--- config.mk ---
export PLATFORM = sky130hd
export DESIGN_NAME = parking_gate_arbiter
export DESIGN_NICKNAME = d
export VERILOG_FILES = /design/src/rtl/parking_gate_arbiter.sv
export SDC_FILE = /design/constraint.sdc
export NUM_CORES = 1
export LEC_CHECK = 0
export CAP_MARGIN = 15
export CELL_PAD_IN_SITES_DETAIL_PLACEMENT = 1
export CELL_PAD_IN_SITES_GLOBAL_PLACEMENT = 1
export CORE_MARGIN = 2
export CORE_UTILIZATION = 37
export CTS_BUF_LIST = sky130_fd_sc_hd__clkbuf_16
export DETAILED_ROUTE_END_ITERATION = 7
export PLACE_DENSITY = 0.73
export SLEW_MARGIN = 15
export SYNTH_ARGS = -nofsm -noshare
export SYNTH_HDL_FRONTEND = slang
export SYNTH_SLANG_ARGS = --single-unit
export TNS_END_PERCENT = 5
--- constraint.sdc ---
create_clock -name clock -period 2.21 [get_ports clock]
set_input_delay 0.442 -clock clock [delete_from_list [all_inputs] [get_ports clock]]
set_output_delay 0.442 -clock clock [all_outputs]
set_load 0.05 [all_outputs]
--- src/rtl/parking_gate_arbiter.sv ---
// rtl/parking_gate_arbiter.sv - two-entry/two-exit gate arbiter in front of the parking core
//
// Serialises gate transactions towards the parking core. Entry requests are
// admitted only when the matching section flag shows room; exits are always
// forwarded. Each accepted transaction drives a PULSE_CYCLES-long core pulse,
// waits SETTLE_CYCLES so the core can refresh its space flags, then returns a
// one-cycle response to the gate.
//
// Ports:
//   clock, reset                 clock, asynchronous active-high reset
//   ent_req[1:0], ent_is_uni     entry gate requests and car class (1 = university)
//   ext_req[1:0], ext_is_uni     exit gate requests and car class
//   uni_is_vacated_space         core flag: university section has room
//   free_is_vacated_space        core flag: free section has room
//   car_entered, is_uni_car_entered  entry pulse and class to the core
//   car_exited, is_uni_car_exited    exit pulse and class to the core
//   ent_grant, ent_deny, ext_done    one-cycle per-gate responses
//   busy                         high whenever the arbiter is not idle
module parking_gate_arbiter #(
  parameter int PULSE_CYCLES  = 2,
  parameter int SETTLE_CYCLES = 2
) (
  input  logic       clock,
  input  logic       reset,
  input  logic [1:0] ent_req,
  input  logic [1:0] ent_is_uni,
  input  logic [1:0] ext_req,
  input  logic [1:0] ext_is_uni,
  input  logic       uni_is_vacated_space,
  input  logic       free_is_vacated_space,
  output logic       car_entered,
  output logic       is_uni_car_entered,
  output logic       car_exited,
  output logic       is_uni_car_exited,
  output logic [1:0] ent_grant,
  output logic [1:0] ent_deny,
  output logic [1:0] ext_done,
  output logic       busy
);

  typedef enum logic [1:0] {IDLE, PULSE, SETTLE, RESP} state_t;

  localparam logic [3:0] PULSE_LAST  = 4'(PULSE_CYCLES);
  localparam logic [3:0] SETTLE_LAST = 4'(SETTLE_CYCLES);

  state_t     state;
  logic [3:0] phase_cnt;
  logic       sel_exit;    // class of the transaction in flight
  logic       sel_gate;    // gate of the transaction in flight
  logic       last_exit;   // class served last: 1 = exit
  logic       rr_ent;      // entry round-robin pointer
  logic       rr_ext;      // exit round-robin pointer
  logic       just_resp;   // first IDLE cycle after a response

  logic [1:0] ent_avail;
  logic [1:0] ext_avail;
  logic [1:0] pick_req;
  logic       pick_exit;
  logic       pick_ptr;
  logic       pick_gate;
  logic       pick_uni;
  logic       pick_room;
  logic [1:0] pick_onehot;
  logic [1:0] sel_onehot;

  always_comb begin
    ent_avail = ent_req;
    ext_avail = ext_req;
    // The gate just answered may still show its old request in this cycle;
    // it must not be served twice for one car.
    if (just_resp) begin
      if (sel_exit) ext_avail[sel_gate] = 1'b0;
      else          ent_avail[sel_gate] = 1'b0;
    end
    pick_exit   = (|ext_avail) && (!(|ent_avail) || !last_exit);
    pick_req    = pick_exit ? ext_avail : ent_avail;
    pick_ptr    = pick_exit ? rr_ext : rr_ent;
    pick_gate   = pick_req[pick_ptr] ? pick_ptr : ~pick_ptr;
    pick_uni    = pick_exit ? ext_is_uni[pick_gate] : ent_is_uni[pick_gate];
    pick_room   = pick_uni ? uni_is_vacated_space : free_is_vacated_space;
    pick_onehot = pick_gate ? 2'b10 : 2'b01;
    sel_onehot  = sel_gate ? 2'b10 : 2'b01;
  end

  always_ff @(posedge clock or posedge reset) begin
    if (reset) begin
      state              <= IDLE;
      phase_cnt          <= 4'd0;
      sel_exit           <= 1'b0;
      sel_gate           <= 1'b0;
      last_exit          <= 1'b1;
      rr_ent             <= 1'b0;
      rr_ext             <= 1'b0;
      just_resp          <= 1'b0;
      car_entered        <= 1'b0;
      is_uni_car_entered <= 1'b0;
      car_exited         <= 1'b0;
      is_uni_car_exited  <= 1'b0;
      ent_grant          <= 2'b00;
      ent_deny           <= 2'b00;
      ext_done           <= 2'b00;
      busy               <= 1'b0;
    end else begin
      case (state)
        IDLE: begin
          just_resp <= 1'b0;
          if ((|ent_avail) || (|ext_avail)) begin
            sel_exit <= pick_exit;
            sel_gate <= pick_gate;
            busy     <= 1'b1;
            // Space is judged on the flags seen now; the core cannot change
            // them under us until it has seen our pulse.
            if (!pick_exit && !pick_room) begin
              state    <= RESP;
              ent_deny <= pick_onehot;
            end else begin
              state     <= PULSE;
              phase_cnt <= 4'd1;
              if (pick_exit) begin
                car_exited        <= 1'b1;
                is_uni_car_exited <= pick_uni;
              end else begin
                car_entered        <= 1'b1;
                is_uni_car_entered <= pick_uni;
              end
            end
          end
        end
        PULSE: begin
          if (phase_cnt == PULSE_LAST) begin
            state              <= SETTLE;
            phase_cnt          <= 4'd1;
            car_entered        <= 1'b0;
            is_uni_car_entered <= 1'b0;
            car_exited         <= 1'b0;
            is_uni_car_exited  <= 1'b0;
          end else begin
            phase_cnt <= phase_cnt + 4'd1;
          end
        end
        SETTLE: begin
          if (phase_cnt == SETTLE_LAST) begin
            state     <= RESP;
            phase_cnt <= 4'd0;
            if (sel_exit) ext_done  <= sel_onehot;
            else          ent_grant <= sel_onehot;
          end else begin
            phase_cnt <= phase_cnt + 4'd1;
          end
        end
        RESP: begin
          state     <= IDLE;
          busy      <= 1'b0;
          ent_grant <= 2'b00;
          ent_deny  <= 2'b00;
          ext_done  <= 2'b00;
          just_resp <= 1'b1;
          last_exit <= sel_exit;
          if (sel_exit) rr_ext <= ~sel_gate;
          else          rr_ent <= ~sel_gate;
        end
        default: state <= IDLE;
      endcase
    end
  end

endmodule

Yosys cells after proc, flatten, opt, wreduce, memory -nomap -nowiden

Cells that the tools add are included.

Output and inout bits: 11
Bits in registers: 23
Bits in read-only memories: 0
Word-level logic and storage cells: 125
RAM bits: 0
Latch bits: 0
Memories kept: 0
Input port bits: 12

Shift-type cells: 0
$add $sub $neg: 1
Reduce and logical (&&, ||, !) cells: 27
Divide/modulo/power cells: 0
Bitwise logic cells: 6
Equal/unequal tests: 13
Multiply operators: 0
Magnitude comparators: 4
Mux-type cells: 58

Operators with widths:

| kind                | number |
|---|---|
| $mux 2              | 17 |
| $mux 1              | 25 |
| $ne 2x2->1 const B  | 9 |
| $mux 4              | 4 |
| $reduce_and 3->1    | 5 |
| $pmux 1 s2          | 6 |
| $pmux 2 s2          | 3 |
| $pmux 4 s3          | 1 |
| $reduce_and 5->1    | 2 |
| $pmux 2 s4          | 1 |
| $reduce_and 2->1    | 4 |
| $lt 1x2->1 const B  | 3 |
| $reduce_bool 2->1   | 3 |
| $add 4x1->4 const B | 1 |
| $and 2x2->2         | 2 |
| $eq 2x2->1 const B  | 2 |
| $eq 4x2->1 const B  | 1 |
| $logic_not 1->1     | 4 |
| $reduce_or 2->1     | 2 |
| $logic_and 1x1->1   | 3 |
| $not 1->1           | 3 |
| $reduce_bool 3->1   | 1 |
| $eq 2x1->1 const B  | 1 |
| $logic_not 2->1     | 1 |
| 4 further kinds     | 5 |

Logic depth before layout (Yosys ltp)

Gate-level depths: netlist of run 1.

Word-level depth: 25
Gate-level depth with buffers: 9

Least setup slack after synthesis of run 1

Ideal clock, no wire load.

Path kind: register to register
Start point: reg sel_gate
End point: reg ent_deny[0]
Buffers on the path: 2
Setup time: 0.077 ns
Required time: 2.133 ns
Cell stages (with the launch flop): 9
Slack: 0.159 ns
Clock period less this slack: 2.051 ns
Arrival: 1.974 ns
Cell sequence: dfrtp_1 > buf_6 > mux2_4 > o22ai_4 > o21ai_2 > a221o_1 > buf_6 > or4_1 > o21ai_1

Word-level cells in the longest chain between the ends: 24
Elaborated cells on any way between the ends: 40
Those cells by class: order compare: 2; eq/ne: 2; mux: 21; bitwise: 4; reduce/logical: 11

RTL lines:

| element                                                               | line   | text |
|---|---|---|
| start: declaration                                                    | 49     | `logic sel_gate;` |
| start signal: assignment                                              | 109    | `sel_gate <= pick_gate;` |
| $lt 1x2->1 (not written as such) / $ge 1x1->1 (equally long branches) | 72, 73 |  |
| $logic_and 1x1->1 (not written as such)                               | 72, 73 |  |
| $mux 1 (not written as such)                                          | 72, 73 |  |
| $demux 1 s1 (*)                                                       | 72, 73 |  |
| $not 2->2 (no source line) (*)                                        | -      |  |
| $and 2x2->2 (no source line)                                          | -      |  |
| $mux 2                                                                | 72     | `if (sel_exit) ext_avail[sel_gate] = 1'b0;` |
| $mux 2                                                                | 71     | `if (just_resp) begin` |
| [7 not listed]                                                        | -      |  |
| $mux 1                                                                | 78     | `pick_gate = pick_req[pick_ptr] ? pick_ptr : ~pick_ptr;` |
| $mux 1 (not written as such) (2 in a row)                             | 79     | `pick_uni = pick_exit ? ext_is_uni[pick_gate] : ent_is_uni[pick_gate];` |
| $mux 1                                                                | 79     |  |
| $mux 1                                                                | 80     | `pick_room = pick_uni ? uni_is_vacated_space : free_is_vacated_space;` |
| $logic_not 1->1                                                       | 113    | `if (!pick_exit && !pick_room) begin` |
| $logic_and 1x1->1                                                     | 113    |  |
| $ne 2x2->1 (no source line)                                           | -      |  |
| $reduce_and 3->1 (no source line)                                     | -      |  |
| end signal: assignment                                                | 115    | `ent_deny <= pick_onehot;` |
| end: declaration                                                      | 36     | `output logic [1:0] ent_deny,` |

Mark *: on every way between the ends. The rest lies on a longest branch, timed or not. The select of a mux whose other input is x is not followed.
A chain may end at the register's enable or synchronous reset.

Final worst setup path of run 1

Start point: in ext_req[1]
End point: reg ent_deny[0]

Word-level cells in the longest chain between the ends: 17
Elaborated cells on any way between the ends: 28
Those cells by class: eq/ne: 2; mux: 17; bitwise: 2; reduce/logical: 7

RTL lines:

| element                                   | line    | text |
|---|---|---|
| start: declaration                        | 27      | `input logic [1:0] ext_req,` |
| $and 2x2->2 (no source line)              | -       |  |
| $mux 2                                    | 72      |  |
| $mux 2 (*)                                | 71      |  |
| $reduce_or 2->1                           | 75, 107 |  |
| $logic_and 1x1->1                         | 75      | `pick_exit = (\|ext_avail) && (!(\|ent_avail) \|\| !last_exit);` |
| $mux 2 / $mux 1 (equally long branches)   | 76, 77  |  |
| $mux 1 (not written as such) (2 in a row) | 78      |  |
| $mux 1                                    | 78      |  |
| $mux 1 (not written as such) (2 in a row) | 79      |  |
| $mux 1                                    | 79      |  |
| $mux 1                                    | 80      |  |
| $logic_not 1->1                           | 113     |  |
| $logic_and 1x1->1                         | 113     |  |
| $ne 2x2->1 (no source line)               | -       |  |
| $reduce_and 3->1 (no source line)         | -       |  |

Marked as above.

==> reports/qor.csv, run 1 <==
metric,value,unit
outcome,finished clean,
grt_pass1_wl,7.43,mm
syn_area,1500,µm²
seq_area,578,µm²
drive_above_1_share,26.8,%
finalPower,3.05,mW
ys_async_sr_fraction,100,%
synth_common_cells,"22 x dfrtp_1, 21 x nor2_1, 16 x o21ai_0",
synth_ff_type,dfrtp_1,
vdd_drop_max,0.629,mV
wirelength,4.70,mm
firstDrtPassIters,4,
clock-sinks,23,
num_vias,1441,
slew_violations,0,
numCtsBuffers,3,
yosysTopAreaCellShare,36.8,%
synth_edf_count,0,
ctsHoldBuffers,0,
place_area,1920,µm²
grt_pass1_vias,1536,
rows,23,
multiInputGateArea,871,µm²
start_util,38.0,%
ios,23,
num-fill-cells,466,
slew_headroom,66.0,%
cts.path.max_buffers,2,
hold_viol,0,
fin_nets,228,
power_density,1490,nW/µm²
wl_per_cell,18.1,µm
worst_hold_slack,0.524,ns
place_congestion,0.818,
drc,0,
syn_to_final_growth,36.5,%
path_clk_slew,0.06,ns
core,3940,µm²
worstSkewPairLatency,0.26,ns
synth_nets,181,
grtUsageTotal,22.2,%
timing.rr.start,sel_exit,
synth_area_per_cell,9.19,µm²
cp_max_fo,6,
die-width,67.6,µm
worstMarginPinSlew,0.508,ns
diodes,0,
numPortBuffers,22,
worst_setup_path_start_kind,input pin,
drt_iter0_markers,58,
die-area,4570,µm²
grt_max_degree,24,
crit_type,input pin to flop,
synth_warnings,0,
end_kind,flop,
finalInstanceArea,2040,µm²
hold_path_class,flop to flop,
power_leakage,0.899,nW
antenna_found_initial,0,
fmax,0.468,GHz
critPathLaunch,ext_req[1],
syn_inst,163,
fin_crit,2.14,ns
tritoncts,yes,
htree_levels,1,
fin_skew,0.00405,ns
ys_top_cells_by_area,"dfrtp_1 37%, o21ai_0 5.3%, nor2_1 5.3%",
worstHoldStart,busy,
ant_nets,0,
ys_seq_area_share,38.5,%
yosysMostFrequentCell,dfrtp_1,
viasPerCell,5.56,
synth-seq-cells,23,
hpwlAfterDp,3.43,mm
cp.arrival,2.33,ns
cap_violations,0,
die_h,67.6,µm
rsz0062_at_grt,true,
r2r_cells,6,
worstPathRequired,2.40,ns
hold_depth,2,
setup_viol,0,
ys_types,52,
synth_top_area_cell,dfrtp_1,
grt-ovfl-total,0,
clockRootBuffer,clkbuf_16,
post-route-period-util,96.7,%
==> what timing repair did <==
| action | in CTS | in global routing |
|---|---|---|
| pin swaps | 4 | 4 |
| cloned | 0 | 0 |
| setup endpoints to repair | 6 | 5 |
| gates resized for setup | 6 | 6 |
| buffers inserted | 1 | 0 |
==> flip-flops by register name (all words and copies together), names as in the netlist <==
signal	flops
car_entered	1
ext_done	2
sel_gate	1
rr_ext	1
state	2
is_uni_car_entered	1
just_resp	1
is_uni_car_exited	1
ent_deny	2
busy	1
rr_ent	1
last_exit	1
phase_cnt	4
ent_grant	2
sel_exit	1
car_exited	1
==> layer usage <==
layer  wire, µm  track usage, %  vias up
met4         63            7.65        0
met1       2040            27.3      717
met3        154            2.67        5
met2       2440            39.6       34
met5          0               0        -
li1           -               -      685
==> cells in the final DEF (no fill, tap or decap), types with 2 or more instances in the layout <==
| master | instances |
|---|---|
| o21ai_1 | 2 |
| nor2_1 | 21 |
| o21ai_0 | 15 |
| nand2_1 | 14 |
| nand3_1 | 5 |
| mux2_2 | 4 |
| mux2i_1 | 4 |
| a22o_1 | 3 |
| clkbuf_16 | 3 |
| dfrtp_1 | 21 |
| clkdlybuf4s50_1 | 20 |
| a21oi_1 | 6 |
| ha_1 | 6 |
| nand2b_1 | 4 |
| a31oi_1 | 3 |
| buf_4 | 27 |
| inv_1 | 9 |
| dlygate4sd2_1 | 2 |
| a22oi_1 | 2 |
| a2bb2oi_1 | 2 |
==> area by class of cell <==
cell class | instances | share of cell area, %
clock buffer | 3 | 3.67
clock inverter | 1 | 0.184
inverter | 9 | 1.65
multi-input combinational | 124 | 42.6
sequential | 23 | 28.3
tap | 50 | 3.06
timing repair buffer | 49 | 20.6
==> worst max-delay path: stages <==
cell             delay, ns
clkdlybuf4s50_1       0.42
mux2_4                0.30
o22ai_4               0.13
o21ai_2               0.08
a221o_1               0.36
or4_1                 0.50
o21ai_1               0.09
==> final timing paths <==
| path | to | slack (ns) |
|---|---|---|
| max | ent_deny[0] | 0.07 |
| min | busy | 0.52 |
| max reg2reg | ent_deny[0] | 0.07 |
| min reg2reg | busy | 0.52 |
| max in group asynchronous | last_exit | 1.39 |
| min in group asynchronous | just_resp | 0.53 |
==> where the power goes <==
group          switching (mW)  leakage (nW)  internal (mW)
combinational            1.07         0.572          0.823
sequential              0.168         0.285          0.591
clock                   0.156        0.0423          0.242
total                    1.40         0.899           1.66
==> logic make-up after synthesis <==
kind of cell / after synthesis / share of synthesized area, %
AND/OR/NAND/NOR: 55 / 18.1
AO/OA/AOI/OAI: 54 / 25.9
flip-flops: 23 / 38.5
buffers and inverters: 16 / 5.76
multiplexers: 9 / 6.68
adder cells (fa/ha/maj): 6 / 5.01
==> metrics by stage <==
| step | setup slack, ns | setup TNS (ns) | util, % | std cells |
|---|---|---|---|---|
| 2_1_floorplan | 0.159 | 0 | - | 163 |
| 3_3_place_gp | -0.234 | -1.86 | 48.8 | 254 |
| 3_5_place_dp | -0.374 | -3.19 | 48.8 | 254 |
| 4_1_cts | 0.00504 | 0 | 51.4 | 259 |
| 5_1_grt | -0.00169 | -0.00239 | 51.9 | 259 |
| 6_report | 0.0729 | 0 | 51.9 | 259 |
Power figures use the tool's default switching activity.
==> inputs of run 2 (changes only) <==
- PLACE_DENSITY: 0.73 -> 0.87
==> run 2 against run 1 <==
Global-route usage decreased by 1.9 points. Fmax grew 0.69%. Worst hold slack lost 0.0021 ns. Sequential cell count unchanged. Via count decreased by 1.8%.
==> reports/qor.csv, run 2 (synthesis gave the netlist of run 1 again) <==
metric,value,unit,change
outcome,finished clean,,
holdPathEnd,car_exited,,
firstDrtPassIters,4,,unchanged
diodes,0,,unchanged
largest_reg_flops,4,,unchanged
die-area,4570,µm²,unchanged
cp.arrival,2.30,ns,-0.03 ns
utilization,50.7,%,-1.2 points
power_leakage,0.881,nW,-2.0%
place_area,1880,µm²,-2.3%
final_cell_mix,"22 x buf_4, 21 x nor2_1, 21 x dfrtp_1, 18 x clkdlybuf4s50_1, 14 x o21ai_0",,
slowest_delay,0.50,ns,about the same
cap_violations,0,,unchanged
vdd_drop_max,0.655,mV,+4.2%
slew_violations,0,,unchanged
core,3940,µm²,unchanged
stdcell_count,254,,-1.9%
path_clk_slew,0.06,ns,about the same
worstPathRequired,2.39,ns,about the same
finalInstanceArea,2000,µm²,-2.3%
fmax,0.471,GHz,+0.69%
antenna_found_initial,0,,unchanged
r2r_setup_slack,0.09,ns,about the same
htree_levels,1,,unchanged
ant_nets,0,,unchanged
rows,23,,unchanged
worst_setup_path_start_kind,flop,,
viasPerCell,5.57,,+0.13%
final_common_cell,buf_4,,
cp_num_buf_inv,0,,-1
fin_crit,2.12,ns,-0.0146 ns
hold_viol,0,,unchanged
fin_nets,223,,-2.2%
post-route-period-util,96.0,%,-0.66 points
grt_pass1_wl,7.07,mm,-4.9%
worstSkewPairLatency,0.25,ns,about the same
pre_cts_ws,-0.355,ns,+0.0193 ns
die_h,67.6,µm,unchanged
rsz0062_at_grt,true,,
hpwlAfterDp,2.99,mm,-13%
finalPower,2.93,mW,-4.0%
r2r_cells,6,,unchanged
critPathTopFamily,simple AND/OR/NAND/NOR gates,,
setup_viol,0,,unchanged
hold_depth,1,,-1
ios,23,,unchanged
grtUsageTotal,20.2,%,-1.9 points
num-fill-cells,469,,+0.64%
grt_pass1_vias,1538,,+0.13%
drc,0,,unchanged
fin_skew,0.00190,ns,-0.00215 ns
tritoncts,yes,,
num_vias,1415,,-1.8%
drive_above_1_share,24.5,%,-2.3 points
wirelength,4.09,mm,-13%
crit_chain,nor2b_1 -> a31o_1 -> o32ai_2 -> a221o_1 -> or4_1 -> o21ai_1,,
largest-register,phase_cnt,,
cp_max_fo,7,,+1
cts.path.max_buffers,2,,unchanged
syn_to_final_growth,33.4,%,
setup_slack,0.0875,ns,+0.0146 ns
worstHoldStart,car_exited,,
crit_type,flop to flop,,
numPortBuffers,22,,unchanged
hold_path_class,flop to flop,,
timing.rr.start,rr_ent,,
dp.cells,248,,-2.4%
die-width,67.6,µm,unchanged
wl_per_cell,16.1,µm,-11%
numCtsBuffers,3,,unchanged
clock-sinks,23,,unchanged
grt-ovfl-total,0,,unchanged
ctsHoldBuffers,0,,unchanged
place_congestion,0.834,,+1.9%
drt_iter0_markers,58,,unchanged
clockRootBuffer,clkbuf_16,,
slew_headroom,66.3,%,+0.33 points
power_density,1470,nW/µm²,-1.8%
worst_r2r_endpoint,ent_deny[0],,
worstMarginPinSlew,0.503,ns,-0.00492 ns
slowest_stage,or4_1,,
grt_max_degree,24,,unchanged
start_util,38.0,%,unchanged
end_kind,flop,,
-- run 2: timing repair --
action / 4_1_cts / 5_1_grt
setup buffers: 2 / 0
resized for setup: 5 / 7
pin swaps: 3 / 5
setup endpoints to repair: 6 / 6
-- run 2: layout make-up --
cell class,count,area (µm²),area share [%]
Multi-Input combinational cell,124,857,42.9
Sequential cell,23,578,28.9
Timing Repair Buffer,44,388,19.4
Clock buffer,3,75.1,3.76
Tap cell,50,62.6,3.13
Inverter,9,33.8,1.69
Clock inverter,1,3.75,0.188
-- run 2: routing by layer --
layer  vias up  track usage (%)  wire length, µm
met2        28             35.2             2040
met1       709             26.5             1870
met5         -                0                0
met3         4             2.83              151
li1        674                -                -
met4         0             4.34               23
-- run 2: where the power goes --
group          switching [mW]  total (mW)  leakage [nW]  internal [mW]
Sequential              0.160       0.752         0.285          0.592
Clock                   0.147       0.389        0.0423          0.241
Combinational            1.02        1.79         0.554          0.771
Total                    1.33        2.93         0.881           1.60
-- run 2: worst max path at each step --
stage / from / end / slack, ns / cells after the start
6_report: rr_ent / ent_deny[0] / 0.09 / 6
5_1_grt: sel_exit / ent_deny[0] / -0.02 / 6
4_1_cts: phase_cnt[0] / is_uni_car_entered / 0.02 / 8
3_5_place_dp: ent_req[0] / ent_deny[0] / -0.35 / 6
3_3_place_gp: ent_req[0] / ent_deny[0] / -0.26 / 6
2_1_floorplan: sel_gate / ent_deny[0] / 0.16 / 8
-- run 2: per-stage QoR --
step | TNS [ns] | hold WS, ns
floorplan | 0 | 0.443
global placement | -1.76 | 0.489
detailed placement | -2.46 | 0.509
CTS | 0 | 0.523
global route | -0.0405 | 0.552
finish | 0 | 0.522
==> inputs of run 3 (changes only) <==
==> constraint.sdc (replaced) <==
create_clock -name clock -period 2.21 [get_ports clock]
set_input_delay 0.442 -clock clock [delete_from_list [all_inputs] [get_ports clock]]
set_output_delay 0.442 -clock clock [all_outputs]
set_load 0.005 [all_outputs]
==> results of run 3 <==
The final DEF is identical to that of run 2. Status: finished clean.
Main changes from that run: total power 2.93 mW -> 2.71 mW; worst IR drop on VDD 0.655 mV -> 0.654 mV
